`src/rtl/note_scheduler.sv`:
```
`timescale 1ns/1ps
// note_scheduler: three-lane falling-note game core for two players taking turns.
// Notes spawn from an 8-entry pattern ROM on beat ticks, fall on frame ticks,
// and are scored when the matching lane button is pressed inside the hit window.
module note_scheduler #(
  parameter int SPEED  = 2,
  parameter int HIT_LO = 420,
  parameter int HIT_HI = 460,
  parameter int Y_MAX  = 479,
  parameter int BEATS  = 16
) (
  input  logic       board_clk,
  input  logic       reset,
  input  logic       start,
  input  logic       frame_tick,
  input  logic       beat_tick,
  input  logic [2:0] btn,
  output logic [2:0] lane_act,
  output logic [9:0] lane_y_r,
  output logic [9:0] lane_y_g,
  output logic [9:0] lane_y_b,
  output logic [3:0] p1_score,
  output logic [3:0] p2_score,
  output logic [1:0] state
);

  typedef enum logic [1:0] {
    S_IDLE  = 2'b00,
    S_PLAY1 = 2'b01,
    S_PLAY2 = 2'b10,
    S_DONE  = 2'b11
  } state_t;

  localparam int CNT_W = $clog2(BEATS + 1);
  localparam logic [CNT_W-1:0] L_BEATS  = CNT_W'(BEATS);
  localparam logic [10:0]      L_SPEED  = 11'(SPEED);
  localparam logic [10:0]      L_HIT_LO = 11'(HIT_LO);
  localparam logic [10:0]      L_HIT_HI = 11'(HIT_HI);
  localparam logic [10:0]      L_Y_MAX  = 11'(Y_MAX);

  // Lane index 0 = B, 1 = G, 2 = R, matching the {R,G,B} bit order of btn/lane_act.
  state_t           r_state;
  logic [CNT_W-1:0] r_beat_cnt;
  logic [2:0]       r_ptr;
  logic [2:0]       r_btn_prev;
  logic [2:0]       r_valid;
  logic [2:0][9:0]  r_y;
  logic [3:0]       r_p1;
  logic [3:0]       r_p2;

  logic [2:0]       w_rom;
  logic             w_play;
  logic             w_beat_ok;
  logic [2:0]       w_press;
  logic [2:0]       w_hit;
  logic [2:0]       w_spawn;
  logic [2:0]       w_valid_next;
  logic [2:0][9:0]  w_y_next;
  logic [2:0][10:0] w_y_moved;
  logic [2:0]       w_hit_cnt;
  logic [3:0]       w_score_cur;
  logic [4:0]       w_score_sum;
  logic [3:0]       w_score_sat;

  // Spawn pattern ROM, one {R,G,B} entry per beat.
  always_comb begin
    w_rom = 3'b000;
    case (r_ptr)
      3'd0: w_rom = 3'b000;
      3'd1: w_rom = 3'b001;
      3'd2: w_rom = 3'b010;
      3'd3: w_rom = 3'b100;
      3'd4: w_rom = 3'b001;
      3'd5: w_rom = 3'b010;
      3'd6: w_rom = 3'b100;
      3'd7: w_rom = 3'b111;
      default: w_rom = 3'b000;
    endcase
  end

  assign w_play    = (r_state == S_PLAY1) || (r_state == S_PLAY2);
  assign w_beat_ok = w_play && beat_tick && (r_beat_cnt < L_BEATS);
  assign w_press   = btn & ~r_btn_prev;

  // Per-lane next state: a hit clears (judged on pre-move y, so it beats motion),
  // a spawn only fills an empty lane, otherwise the note falls and may miss.
  for (genvar gi = 0; gi < 3; gi++) begin : g_lane
    logic w_in_win;
    assign w_in_win      = ({1'b0, r_y[gi]} >= L_HIT_LO) && ({1'b0, r_y[gi]} <= L_HIT_HI);
    assign w_hit[gi]     = w_play && w_press[gi] && r_valid[gi] && w_in_win;
    assign w_spawn[gi]   = w_beat_ok && w_rom[gi] && !r_valid[gi];
    assign w_y_moved[gi] = {1'b0, r_y[gi]} + L_SPEED;
    assign w_valid_next[gi] = w_hit[gi]                    ? 1'b0 :
                              w_spawn[gi]                  ? 1'b1 :
                              (r_valid[gi] && frame_tick)  ? (w_y_moved[gi] <= L_Y_MAX) :
                                                             r_valid[gi];
    assign w_y_next[gi] = w_spawn[gi]                              ? 10'd0 :
                          (r_valid[gi] && frame_tick && !w_hit[gi]) ? w_y_moved[gi][9:0] :
                                                                     r_y[gi];
  end

  // Simultaneous hits all count; the active player's score saturates at 10.
  assign w_hit_cnt   = {2'b00, w_hit[0]} + {2'b00, w_hit[1]} + {2'b00, w_hit[2]};
  assign w_score_cur = (r_state == S_PLAY2) ? r_p2 : r_p1;
  assign w_score_sum = {1'b0, w_score_cur} + {2'b00, w_hit_cnt};
  assign w_score_sat = (w_score_sum > 5'd10) ? 4'd10 : w_score_sum[3:0];

  // Game FSM with lane, score, beat and pattern state.
  always_ff @(posedge board_clk or posedge reset) begin
    if (reset) begin
      r_state    <= S_IDLE;
      r_beat_cnt <= '0;
      r_ptr      <= 3'd0;
      r_btn_prev <= 3'b000;
      r_valid    <= 3'b000;
      r_y        <= '0;
      r_p1       <= 4'd0;
      r_p2       <= 4'd0;
    end else begin
      r_btn_prev <= btn;
      case (r_state)
        S_IDLE: begin
          if (start) begin
            r_state    <= S_PLAY1;
            r_beat_cnt <= '0;
            r_ptr      <= 3'd0;
            r_valid    <= 3'b000;
            r_y        <= '0;
            r_p1       <= 4'd0;
            r_p2       <= 4'd0;
          end
        end
        S_PLAY1, S_PLAY2: begin
          r_valid <= w_valid_next;
          r_y     <= w_y_next;
          if (r_state == S_PLAY1) r_p1 <= w_score_sat;
          else                    r_p2 <= w_score_sat;
          if (w_beat_ok) begin
            r_beat_cnt <= r_beat_cnt + CNT_W'(1);
            r_ptr      <= r_ptr + 3'd1;
          end
          // Turn ends once every beat has been issued and the board is empty.
          if ((r_beat_cnt == L_BEATS) && (r_valid == 3'b000)) begin
            r_state    <= (r_state == S_PLAY1) ? S_PLAY2 : S_DONE;
            r_beat_cnt <= '0;
            r_ptr      <= 3'd0;
          end
        end
        S_DONE: begin
          if (!start) r_state <= S_IDLE;
        end
        default: r_state <= S_IDLE;
      endcase
    end
  end

  assign lane_act = r_valid;
  assign lane_y_b = r_y[0];
  assign lane_y_g = r_y[1];
  assign lane_y_r = r_y[2];
  assign p1_score = r_p1;
  assign p2_score = r_p2;
  assign state    = r_state;

endmodule

```
`config.mk`:
```
export PLATFORM = sky130hd
export DESIGN_NAME = note_scheduler
export DESIGN_NICKNAME = d
export VERILOG_FILES = /design/src/rtl/note_scheduler.sv
export SDC_FILE = /design/constraint.sdc
export NUM_CORES = 1
export LEC_CHECK = 0
export ABC_AREA = 1
export BUFFER_PORTS_ARGS = -buffer_cell sky130_fd_sc_hd__buf_4
export CORE_UTILIZATION = 55
export DETAILED_ROUTE_END_ITERATION = 8
export GPL_TIMING_DRIVEN = 0
export PLACE_DENSITY = 0.77
export SETUP_SLACK_MARGIN = 0.2
export SKIP_CTS_REPAIR_TIMING = 1
export SYNTH_ARGS = -nofsm -noshare
export SYNTH_HDL_FRONTEND = slang
export SYNTH_SLANG_ARGS = --single-unit
```
`constraint.sdc`:
```
create_clock -name board_clk -period 8.1 [get_ports board_clk]
set_input_delay 1.62 -clock board_clk [delete_from_list [all_inputs] [get_ports board_clk]]
set_output_delay 1.62 -clock board_clk [all_outputs]
set_load 0.03 [all_outputs]
```
# == Yosys cells after proc, flatten, opt, wreduce, memory -nomap -nowiden ==
# Memories as Yosys holds them, arrays and structs flattened.
# Cells that the tools add are included.
# op_classes
add_sub_neg,8
n_lt_le_gt_ge,11
eq_ne,16
n_mux,38
n_bitwise,2
reduce_logical,48
# ops
op,n
$mux W10,6
$pmux W30 S2,1
$add A10 B2 Y11 const B,3
$le A11 B9 Y1 const B,3
$ge A10 B9 Y1 const B,3
$le A10 B9 Y1 const B,3
$mux W30,1
$reduce_and A3 Y1,10
$logic_and A1 B1 Y1,27
$mux W4,5
$pmux W4 S2,2
$mux W5,3
$ne A3 B3 Y1 const B,4
$ne A4 B4 Y1 const B,3
$pmux W3 S2,2
$mux W1,10
$ne A2 B2 Y1 const B,5
$pmux W5 S2,1
$mux W3,3
$logic_not A1 Y1,6
$mux W2,3
$pmux W2 S3,1
$add A4 B3 Y5,1
$add A5 B1 Y5 const B,1
other kinds (15),16
# totals
regBits,54
rom_bits,24
elab_cells,136
mem_count,1
# mem_list
name,words,word_bits,read_ports,rd_clocked_by_memory_dff,wr,line,rtl
(name not given),8,3,1,0,0,68,case (r_ptr)

# == Longest topological paths before layout ==
# logic_depth
depth_word,12
ltp_mapped,19
ltp_nobuf,18

# == Least setup slack after synthesis ==
# OpenSTA, ideal clock, no wires.
# synth_path
kind,input -> register
startpoint,input port btn[1]
endpoint,register r_p1[1] (netlist: p1_score[1])
arrival_time_ns,3.704
required_ns,7.982
path_slack_ns,4.278
cell_stages,13
n_path_buf,0
path_cell_list,nor3b_1 nand4_2 xor2_1 ha_1 ha_1 inv_1 fa_1 xor2_1 o21ai_0 o21ai_1 nand2_1 nand3_1 nand2_1
# synth_between
elab_chain_cells,11
# synth_lines
element,line,rtl
from (decl),17,"input logic [2:0] btn,"
$and A3 B3 Y3 (*),83,assign w_press = btn & ~r_btn_prev;
$logic_and A1 B1 Y1 (*) (3 in series),90,assign w_hit[gi] = w_play && w_press[gi] && r_valid[gi] && w_in_win;
$add A1 B1 Y2 (*),103,"assign w_hit_cnt = {2'b00, w_hit[0]} + {2'b00, w_hit[1]} + {2'b00, w_hit[2]};"
$add A2 B1 Y3 (*),103,
$add A4 B3 Y5 (*),105,"assign w_score_sum = {1'b0, w_score_cur} + {2'b00, w_hit_cnt};"
$gt A5 B4 Y1,106,assign w_score_sat = (w_score_sum > 5'd10) ? 4'd10 : w_score_sum[3:0];
$mux W4 (*),106,
$mux W4 (*),136,if (r_state == S_PLAY1) r_p1 <= w_score_sat;
$pmux W4 S2 (*),121,case (r_state)
to (signal assigned),136,
to (decl),48,logic [3:0] r_p1;
# Every way passes the cells marked *; elsewhere a longest branch is shown, timed or not. The select of a mux whose other input is x is not followed.
# A chain may end at the register's enable or synchronous reset.

# == Final worst setup path ==
# Same ends and word-level chain as after synthesis.

==> flow_summary.toml <==
[sta]
fmax_ghz = 0.2559
post-route-min-period_ns = 3.908
clock_skew_ns = 0.004858
hold_violations = 0
period_share = 0.4824
fin_setup_tns_ns = 0
setup-violations-final = 0
timing.final.ws_setup_ns = 4.192
drv_slew = 0
rsz0062_at_grt = "no"

[worst_setup_path]
startpoint = "btn[1]"
worst-setup-path-type = "primary input to flop"
arrival_ns = 4.11
r2r_cells = 17
required_ns = 8.30
critPathLaunchType = "primary input"
r2r_start = "state[0]"
rr_endpoint = "p1_score[1]"
cp_slowest_stage_delay_ns = 0.42
r2r_setup_slack_ns = 4.48
worstPathMaxFanout = 5
cp_slowest_cell = "fa_1"
crit_chain = "buf_4, nor3b_1, nand4_2, xor2_1, ha_1, ha_1, inv_1, fa_1, xor2_1, o21ai_0, o21ai_1, nand2_1, nand3_1, nand2_1"
worstSetupEndpointType = "flop"
cp-endpoint = "p1_score[1]"

[detailed_routing]
wl_mm = 7.545
wl_per_cell_um = 12.55
drt-initial-drc-count = 139
antenna_left = 0
drc = 0
num_vias = 3110
vias_per_cell = 5.175
firstDrtPassIters = 4

[power_and_ir_drop]
power.switching_mw = 0.7167
pwr-share-comb = 0.607
seqPwrFrac = 0.272
p_int_mw = 0.6348
p_leak_nw = 2.167
power_density_nw_per_um2 = 327.5
peakVddDrop_uv = 230.8
p_clk_frac = 0.121
power_switching_share = 0.5303

[logic_synthesis]
avgSynthCellArea_sq_um = 7.590
ys_seq_elements = 51
synth_cell_types = 43
seq_area_frac_synth = 0.3593
syn_inst = 468
synth_area_sq_um = 3552
ys.warnings.count = 0

[die]
design.die.area_sq_um = 6784
core-area_sq_um = 6061
io_pins = 51
start_util = 0.5861
die_y_um = 82.37
die_x_um = 82.37
num_rows = 28

[hold_path]
hold_start = "p2_score[3]"
hp-class = "flop to flop"

[cts]
cts-htree-levels = 2
cts.sinks = 51
cts_made_buffers = 5
cts_tree = "yes"
cts_root_buffer = "clkbuf_8"
cts_buffer_depth = 2
clk_latency_ns = 0.30
path_clk_slew_ns = 0.09

[grt]
grt_pass1_wl_mm = 12.67
overflow = 0
grt_max_degree = 40
grt_pass1_vias = 2782
antenna_found_initial = 0
grt_usage = 0.2424

[placement]
preCtsSetupSlack_ns = 3.879
dp_hpwl_mm = 5.687
place.gp.congestion = 0.8978
io_buffers = 47

[final_layout]
drive_above_1_share = 0.2110
nets = 554
num_antenna_cells = 0
area_delta_synth_final_pct = 16.17

[run_status]
outcome = "complete, no violations"

[flow_run]
cap_violations = 0
## layer usage
layer	GRT usage	vias up	share of wire
met5	0	-	0
met4	0.05263	0	0.0089
met3	0.03846	8	0.039
met2	0.4116	54	0.48
met1	0.3241	1445	0.47
li1	-	1603	-
## power groups by stage
stage               sequential (mW)  combinational, mW  clock (mW)
global placement              0.369              0.803           0
floorplan                     0.429              0.552           0
CTS                           0.367              0.823       0.168
finish                        0.367              0.821       0.163
global route                  0.377              0.910       0.177
detailed placement            0.372              0.820           0
## worst min path at each step
stage / cells past startpoint / endpoint / slack [ns]
floorplan: 2 / r_beat_cnt[4] / 0.52
finish: 2 / p2_score[3] / 0.52
global placement: 2 / p2_score[1] / 0.49
global route: 2 / p1_score[1] / 0.55
detailed placement: 2 / p1_score[1] / 0.50
CTS: 2 / p1_score[1] / 0.52
## logic make-up (layout without fill, tap and decap cells)
logic type,Yosys count,after routing,synth area share
muxes,1,1,0.003170
AOI/OAI and AO/OA,50,50,0.09475
other,1,3,0.001056
DFF,51,51,0.3593
adders and majority gates,21,21,0.07608
buffers and inverters,73,129,0.08806
xor gates and xnor gates,13,13,0.03205
and+or+nand+nor,258,258,0.3455
## cell usage after synthesis
library cell  number  area share
o21bai_1           2      0.0042
o21ai_0           19       0.027
nand4_2            2      0.0070
nor2_4             2      0.0063
inv_4              1      0.0018
fa_1               1      0.0056
a21oi_2            1      0.0025
nor3b_1            5       0.011
nand3_2            2      0.0056
a21oi_1            4      0.0056
nor4_4             2       0.012
buf_1              1      0.0011
dfrtp_1           51        0.36
o21ai_1            5      0.0070
conb_1             1      0.0011
clkinv_1           1      0.0011
or2_2              3      0.0053
xnor2_1            1      0.0025
nor2_2             2      0.0035
nor2_1            43       0.045
nand2_1          138        0.15
ha_1              20       0.070
inv_6              1      0.0025
o21ai_2           14       0.035
nand2_2            3      0.0053
inv_1             55       0.058
xor2_1            12       0.030
inv_2              5      0.0053
nand3b_1           2      0.0042
mux2_2             1      0.0032
nand2_4            3      0.0095
nor3_1             5      0.0070
o22ai_1            1      0.0018
buf_6              2      0.0063
nand4_1           16       0.028
nand3_4            2      0.0099
or2_1              1      0.0018
a21o_1             2      0.0042
o211ai_2           1      0.0035
buf_4              3      0.0063
a21oi_4            1      0.0046
nand3_1           27       0.038
buf_2              4      0.0056
## sequential cells by signal, summed over array words and instances (netlist names)
| register | cells |
|---|---|
| r_beat_cnt | 5 |
| lane_y_b | 9 |
| state | 2 |
| lane_act | 3 |
| p1_score | 4 |
| lane_y_g | 9 |
| lane_y_r | 9 |
| r_btn_prev | 3 |
| p2_score | 4 |
| r_ptr | 3 |
## critical path: cells and delay by family
family	cells	cell delay (ns)
AO/OA/AOI/OAI	2	0.31
XOR/XNOR	2	0.43
AND/OR/NAND/NOR	5	0.74
buffers and inverters	2	0.15
adder cells (fa/ha/maj)	3	0.87
## metrics by stage
step	hold slack, ns	utilization	total power [mW]	cell area [sq um]	instances
floorplan	0.5232	-	0.9811	3560	470
global placement	0.4892	0.6610	1.172	4006	592
detailed placement	0.4984	0.6643	1.192	4026	593
CTS	0.5219	0.6808	1.358	4126	601
global route	0.5540	0.6808	1.464	4126	601
finish	0.5234	0.6808	1.352	4126	601
## placed cells by master (no fill, tap or decap), types with 2 or more instances in the layout
cell type  Yosys  routed
nand4_1       16      16
nand3_4        2       2
a21oi_1        4       4
xor2_1        12      12
nand4_2        2       2
o21ai_2       14      14
nor2_1        43      43
a21o_1         2       2
nand2_2        3       3
inv_1         55      54
nor3_1         5       5
o21ai_1        5       5
nor4_4         2       2
buf_4          3      50
nand3_1       27      27
ha_1          20      20
clkbuf_8       0       7
or2_2          3       3
nand2_1      138     138
nor3b_1        5       5
inv_2          5       6
conb_1         1       3
dfrtp_1       51      51
nor2_2         2       2
nand3b_1       2       2
o21bai_1       2       2
o21ai_0       19      19
nand3_2        2       2
nor2_4         2       2
buf_6          2       2
buf_2          4       4
nand2_4        3       3
## area by class of cell
cell class	instances	area, sq um
multi-input cells	346	1971
fillers	526	1934
repair buffers	48	372.9
flip-flops and latches	51	1276
well taps	75	93.84
clock buffers	8	100.1
inverters	63	244.0
plain buffers	10	68.82
No activity file was read; power rests on OpenSTA's default activity.
